--- config.mk ---
export PLATFORM = sky130hd
export DESIGN_NAME = ps2_host_tx
export DESIGN_NICKNAME = d
export VERILOG_FILES = /design/src/rtl/ps2_host_tx.sv
export SDC_FILE = /design/constraint.sdc
export NUM_CORES = 1
export LEC_CHECK = 0
export BUFFER_PORTS_ARGS = -buffer_cell sky130_fd_sc_hd__buf_2
export CAP_MARGIN = 40
export CORE_MARGIN = 4
export CORE_UTILIZATION = 50
export DETAILED_ROUTE_END_ITERATION = 10
export GPL_ROUTABILITY_DRIVEN = 0
export PLACE_DENSITY = 0.66
export SKIP_CTS_REPAIR_TIMING = 1
export SYNTH_ARGS = -nofsm -noshare
export SYNTH_HDL_FRONTEND = slang
export SYNTH_SLANG_ARGS = --single-unit
--- constraint.sdc ---
create_clock -name clk -period 3.2 [get_ports clk]
set_clock_uncertainty 0.2 [all_clocks]
set_input_delay 0.8 -clock clk [delete_from_list [all_inputs] [get_ports clk]]
set_output_delay 0.8 -clock clk [all_outputs]
set_load 0.01 [all_outputs]
--- src/rtl/ps2_host_tx.sv ---
// ps2_host_tx: host-to-device PS/2 command transmitter.
// Sends one byte with inhibit, start, 8 data LSB-first, odd parity, stop, ACK.
// Ports:
//   clk, reset          system clock, synchronous active-high reset
//   tx_data, tx_start   byte and one-cycle request (ignored while busy)
//   tx_busy             high from accept through done/error cycle
//   tx_done, tx_error   one-cycle completion pulses
//   ps2_clk_in/dat_in   raw open-drain pin levels (asynchronous)
//   ps2_clk_oe/dat_oe   1 = pull the line low
module ps2_host_tx #(
  parameter int unsigned INHIBIT_CYCLES = 6000,
  parameter int unsigned START_HOLD     = 50,
  parameter int unsigned TIMEOUT_CYCLES = 750000,
  parameter int unsigned FILTER_LEN     = 8
) (
  input  logic       clk,
  input  logic       reset,
  input  logic [7:0] tx_data,
  input  logic       tx_start,
  output logic       tx_busy,
  output logic       tx_done,
  output logic       tx_error,
  input  logic       ps2_clk_in,
  input  logic       ps2_dat_in,
  output logic       ps2_clk_oe,
  output logic       ps2_dat_oe
);

  localparam int unsigned FW =
    (FILTER_LEN > 1) ? $clog2(FILTER_LEN) : 1;
  localparam logic [FW-1:0] FILT_LAST = FW'(FILTER_LEN - 1);
  localparam logic [31:0] INH_LAST = 32'(INHIBIT_CYCLES - 1);
  localparam logic [31:0] STA_LAST = 32'(START_HOLD - 1);
  localparam logic [31:0] TMO_LAST = 32'(TIMEOUT_CYCLES - 1);

  typedef enum logic [2:0] {
    S_IDLE,
    S_INHIBIT,
    S_START,
    S_SEND,
    S_ACK,
    S_WAIT_IDLE,
    S_FAIL
  } state_t;

  logic          clk_s1, clk_s2;
  logic          dat_s1, dat_s2;
  logic          clk_filt;
  logic [FW-1:0] filt_cnt;
  logic          clk_fall;

  state_t      state, state_n;
  logic [31:0] timer, timer_n;
  logic [3:0]  bit_cnt, bit_cnt_n;
  logic [9:0]  shreg, shreg_n;
  logic        clk_oe_n, dat_oe_n;
  logic        busy_n, done_n, err_n;
  logic        tmo;

  // The filtered clock only follows the synchronized pin after
  // FILTER_LEN consecutive samples that disagree with it.
  always_ff @(posedge clk) begin
    if (reset) begin
      clk_s1   <= 1'b1;
      clk_s2   <= 1'b1;
      dat_s1   <= 1'b1;
      dat_s2   <= 1'b1;
      clk_filt <= 1'b1;
      filt_cnt <= '0;
      clk_fall <= 1'b0;
    end else begin
      clk_s1   <= ps2_clk_in;
      clk_s2   <= clk_s1;
      dat_s1   <= ps2_dat_in;
      dat_s2   <= dat_s1;
      clk_fall <= 1'b0;
      if (clk_s2 == clk_filt) begin
        filt_cnt <= '0;
      end else if (filt_cnt == FILT_LAST) begin
        clk_filt <= clk_s2;
        filt_cnt <= '0;
        clk_fall <= ~clk_s2;
      end else begin
        filt_cnt <= filt_cnt + 1'b1;
      end
    end
  end

  always_ff @(posedge clk) begin
    if (reset) begin
      state      <= S_IDLE;
      timer      <= '0;
      bit_cnt    <= '0;
      shreg      <= '0;
      ps2_clk_oe <= 1'b0;
      ps2_dat_oe <= 1'b0;
      tx_busy    <= 1'b0;
      tx_done    <= 1'b0;
      tx_error   <= 1'b0;
    end else begin
      state      <= state_n;
      timer      <= timer_n;
      bit_cnt    <= bit_cnt_n;
      shreg      <= shreg_n;
      ps2_clk_oe <= clk_oe_n;
      ps2_dat_oe <= dat_oe_n;
      tx_busy    <= busy_n;
      tx_done    <= done_n;
      tx_error   <= err_n;
    end
  end

  assign tmo = (timer == TMO_LAST);

  // Failure transitions raise tx_error together with entering S_FAIL,
  // so the pulse lines up with the last busy cycle.
  always_comb begin
    state_n   = state;
    timer_n   = timer;
    bit_cnt_n = bit_cnt;
    shreg_n   = shreg;
    clk_oe_n  = 1'b0;
    dat_oe_n  = 1'b0;
    busy_n    = tx_busy;
    done_n    = 1'b0;
    err_n     = 1'b0;
    unique case (state)
      S_IDLE: begin
        busy_n = 1'b0;
        if (tx_start && !tx_busy) begin
          shreg_n  = {1'b1, ~^tx_data, tx_data};
          timer_n  = '0;
          clk_oe_n = 1'b1;
          busy_n   = 1'b1;
          state_n  = S_INHIBIT;
        end
      end
      S_INHIBIT: begin
        clk_oe_n = 1'b1;
        timer_n  = timer + 32'd1;
        if (timer == INH_LAST) begin
          timer_n  = '0;
          dat_oe_n = 1'b1;
          state_n  = S_START;
        end
      end
      S_START: begin
        clk_oe_n = 1'b1;
        dat_oe_n = 1'b1;
        timer_n  = timer + 32'd1;
        if (timer == STA_LAST) begin
          clk_oe_n  = 1'b0;
          timer_n   = '0;
          bit_cnt_n = '0;
          state_n   = S_SEND;
        end
      end
      S_SEND: begin
        dat_oe_n = ps2_dat_oe;
        timer_n  = timer + 32'd1;
        if (tmo) begin
          dat_oe_n = 1'b0;
          err_n    = 1'b1;
          state_n  = S_FAIL;
        end else if (clk_fall) begin
          dat_oe_n  = ~shreg[0];
          shreg_n   = {1'b1, shreg[9:1]};
          bit_cnt_n = bit_cnt + 4'd1;
          if (bit_cnt == 4'd9) begin
            state_n = S_ACK;
          end
        end
      end
      S_ACK: begin
        timer_n = timer + 32'd1;
        if (tmo) begin
          err_n   = 1'b1;
          state_n = S_FAIL;
        end else if (clk_fall) begin
          if (!dat_s2) begin
            state_n = S_WAIT_IDLE;
          end else begin
            err_n   = 1'b1;
            state_n = S_FAIL;
          end
        end
      end
      S_WAIT_IDLE: begin
        timer_n = timer + 32'd1;
        if (tmo) begin
          err_n   = 1'b1;
          state_n = S_FAIL;
        end else if (clk_filt && dat_s2) begin
          done_n  = 1'b1;
          state_n = S_IDLE;
        end
      end
      S_FAIL: begin
        busy_n  = 1'b0;
        state_n = S_IDLE;
      end
      default: begin
        state_n = S_IDLE;
      end
    endcase
  end

endmodule

# == Yosys cells after proc, flatten, opt, wreduce, memory -nomap -nowiden ==
# Cells that the tools add are included.
# totals
mem_bits_ro,0
memories,0
elab_cells,102
regBits,63
output_inout_bits,5
mem_bits_rw,0
latch_bits,0
# classes
n_mux,38
eq_ne,21
n_reduce_logical,19
n_addsub,3
shifts,0
n_bitwise,5
order_cmp,0
div_mod_pow,0
multipliers,0
# ops
operator,n
one-hot mux 32 bit (4 select lines),1
2-to-1 mux 32 bit,3
"adder 32 x 1 -> 32 bit, second input constant",1
"equality test 32 x 13 -> 1 bit, second input constant",1
"equality test 32 x 20 -> 1 bit, second input constant",1
"equality test 32 x 6 -> 1 bit, second input constant",1
2-to-1 mux 10 bit,3
2-to-1 mux 3 bit,10
one-hot mux 10 bit (2 select lines),1
one-hot mux 3 bit (6 select lines),1
"equality test 3 bit, second input constant",4
2-to-1 mux 4 bit,3
"inequality test 3 bit, second input constant",4
OR reduction 3 bit,4
2-to-1 mux 1 bit,10
"inequality test 2 bit, second input constant",5
one-hot mux 4 bit (2 select lines),1
AND reduction 4 bit,2
XNOR reduction 8 bit,1
AND reduction 7 bit,1
"equality test 3 x 2 -> 1 bit, second input constant",2
one-hot mux 1 bit (3 select lines),2
nonzero test 2 bit,3
inverter 1 bit,5
13 further kinds,16

# == Longest topological paths before layout ==
# logic_depth
word_depth,5
mapped_depth,10
mapped_depth_nobuf,8

# == Worst setup path before layout ==
# No wires, ideal clock.
# synth_timing
kind,register to register
startpoint,register timer[0]
endpoint,register shreg[0]
n_path_buf,3
setup_slack_ps,483
t_arrival_ps,2428
stages_incl_launch_ff,10
synth_period_minus_slack_ps,2717
path_cell_list,dfxtp_1 > ha_1 > nand3_1 > or3b_2 > or3_1 > buf_6 > a31o_1 > buf_6 > buf_12 > a311oi_2
# synth_between
elab_chain_len,3
# synth_rtl
element,line,rtl
from (decl),53,"logic [31:0] timer, timer_n;"
from (signal assigned),102,timer <= timer_n;
equality test 32 x 20 -> 1 bit,113,assign tmo = (timer == TMO_LAST);
inequality test 2 bit (no line),n/a,
AND reduction 4 bit (no line),n/a,
to (signal assigned),104,shreg <= shreg_n;
to (decl),55,"logic [9:0] shreg, shreg_n;"
# Every way passes these cells.
# A chain may end at the register's enable or synchronous reset.

# == Final worst setup path ==
# layout_timing
startpoint,register timer[0]
endpoint,register shreg[5]
# The elaborated chain is that of the path after synthesis.

==> metrics.yaml <==
status: "finished clean"
firstDrtPassIters: 4
finalWirelength_mm: 7.70
cp_cell_sequence: "ha_1, nand3_1, or3b_2, or3_1, a31o_1, nor2_1, a311oi_2"
hold_path_startpoint: "dat_s1"
stdcell_count: 511
cts_max_path_buffers: 2
start_kind: "flop"
syn_area_per_cell_um2: 8.06
rows: 29
post-route-drc-count: 0
critPathLaunch: "timer[0]"
fin_util_pct: 56.8
area_growth_pct: 8.25
grt_pass1_vias: 2767
dp_worst_setup_slack_ns: 0.348
fin_crit_sh_pct: 88.8
hp-class: "reg -> reg"
hold_violations: 0
port_buffers: 17
layout_setup_ws_ns: 0.357
yosysMostFrequentCell: "dfxtp_1"
grt_start_max_net_pins: 37
start_util_pct: 52.5
max_freq_ghz: 0.352
seqPwrFrac_pct: 44.5
ys_types: 53
drtIter0Drc: 208
worstSetupPathType: "reg -> reg"
cap_violations: 0
grt-ovfl-total: 0
synth_async_sr_flop_share_pct: 0
layout-drive-gt1-share_pct: 14.1
die_w_um: 90.6
worst_pin_slew_ns: 0.803
core_area_um2: 6490
power_frac_clock_pct: 29.3
clock_latency_ns: 0.34
setup_viol: 0
p_per_area_nw_per_um2: 580
chipHeight_um: 90.6
multi_input_area_um2: 1970
via_per_inst: 5.94
synth_common_cells: "dfxtp_1 (63), nand2_1 (59), nor2_1 (35)"
r2r-start: "timer[0]"
die_area_um2: 8210
dp.cells: 496
netlist_area_um2: 3410
synthCells: 423
critical_path_arrival_ns: 2.83
cts_root_buf: "clkbuf_8"
dr_total_vias: 3033
p_leak_nw: 1.25
setup-tns-final_ns: 0
clk_pin_slew_ns: 0.07
drt-wirelength-per-cell_um: 15.1
rsz0062_at_grt: "false"
antenna_found_initial: 0
final_nets: 449
io_pins: 18
synth-edff-count: 0
post-route-min-period_ns: 2.84
slowest_stage: "or3b_2"
p_sw_mw: 0.726
crit_path_max_fanout: 19
drtAntennaViolNets: 0
synth-seq-cells: 63
endpoint_kind: "flop"
cts_tree: "done"
relSlewSlack_pct: 46.5
peakVddDrop_mv: 0.264
yosysSeqAreaShare_pct: 37.0
grt_usage_pct: 19.6
cts_buffers: 9
grt_pass1_wl_mm: 13.2
yosysTopAreaCell: "dfxtp_1"
seqCellArea_um2: 1260
p_int_mw: 1.42
cts.sinks: 63
hpwlAfterDp_mm: 5.40
syn-num-nets: 442
netlist.area_leader.share_pct: 37.0
h-tree-depth: 3
crit_path_max_incr_delay_ns: 0.52
nFillCells: 634
drv_slew: 0
pwr-share-comb_pct: 26.2
synth.area.top_cells: "dfxtp_1 (37%), nand2_1 (6.5%), nor2_1 (3.9%)"
switching_share_pct: 33.9
antenna_cells: 0
cp.required_ns: 3.18
synthFlopType: "dfxtp_1"
yosysWarningCount: 0
-- flip-flops by register name, indices dropped and copies added (netlist names) --
name,flops
dat_s1,1
tx_error,1
dat_s2,1
clk_fall,1
tx_busy,1
shreg,10
clk_s2,1
tx_done,1
bit_cnt,4
clk_s1,1
ps2_dat_oe,1
ps2_clk_oe,1
timer,32
state,3
filt_cnt,3
clk_filt,1
-- power groups by stage --
stage	Sequential (mW)	Clock (mW)	Combinational [mW]
final	0.953	0.627	0.562
after global routing	0.963	0.674	0.636
after CTS	0.953	0.638	0.566
after detailed placement	0.970	0	0.565
after global placement	0.967	0	0.552
after floorplan	0.940	0	0.477
-- layout make-up --
cell class                      count  share of cell area (%)
Multi-Input combinational cell    322                    53.3
Sequential cell                    63                    34.2
Timing Repair Buffer               26                    4.13
Clock buffer                       11                    4.10
Tap cell                           77                    2.61
Clock inverter                      4                   0.847
Inverter                            8                   0.813
-- worst max-delay path, delay by kind of cell (launching register included) --
kind	cells	cell delay (ns)
DFF	1	0.42
and+or+nand+nor	4	1.28
adders and majority gates	1	0.21
AOI/OAI and AO/OA	2	0.57
-- final timing paths --
path              endpoint  slack [ns]  depth (start not counted)
setup / recovery  shreg[5]        0.36                          7
hold / removal      dat_s2        0.21                          1
setup reg to reg  shreg[5]        0.36                          7
hold reg to reg     dat_s2        0.21                          1
-- layer usage --
| layer | global-route usage [%] | up-vias | share of wire (%) |
|---|---|---|---|
| li1 | - | 1545 | - |
| met1 | 28.4 | 1401 | 50 |
| met2 | 27.0 | 70 | 43 |
| met3 | 4.33 | 17 | 4.9 |
| met4 | 10.1 | 0 | 2.1 |
| met5 | 0 | - | 0 |
-- per-stage QoR --
step           total power, mW  area, um^2  hold WS (ns)
2_1_floorplan             1.42        3410         0.189
6_report                  2.14        3690         0.212
3_5_place_dp              1.53        3510         0.195
5_1_grt                   2.27        3690         0.239
3_3_place_gp              1.52        3510         0.196
4_1_cts                   2.16        3690         0.213
-- logic make-up (layout without fill, tap and decap cells) --
group | after synthesis | in the layout | share of synthesized area, %
AOI/OAI and AO/OA | 94 | 94 | 19.9
xor gates and xnor gates | 21 | 21 | 5.39
adders and majority gates | 6 | 6 | 2.20
buffers and inverters | 38 | 49 | 5.47
DFF | 63 | 63 | 37.0
muxes | 1 | 1 | 0.293
and+or+nand+nor | 200 | 200 | 29.8
-- cells in the final DEF (no fill, tap or decap), types with 4 or more instances in the layout --
| master | n |
|---|---|
| or2_2 | 7 |
| a31oi_1 | 18 |
| nand4_1 | 16 |
| and2_1 | 4 |
| nor3_1 | 15 |
| or3_1 | 7 |
| dfxtp_1 | 63 |
| a311oi_2 | 8 |
| clkbuf_8 | 11 |
| nor4_1 | 9 |
| nor2_1 | 35 |
| a21oi_1 | 20 |
| buf_4 | 9 |
| nand3_1 | 17 |
| nor2b_1 | 5 |
| ha_1 | 6 |
| buf_2 | 17 |
| xor2_1 | 12 |
| inv_1 | 8 |
| xnor2_1 | 9 |
| o21ai_0 | 18 |
| nand2_1 | 59 |
| a211oi_1 | 7 |
| a211o_1 | 4 |
| nand2b_1 | 9 |
(Power assumes the default switching activity.)
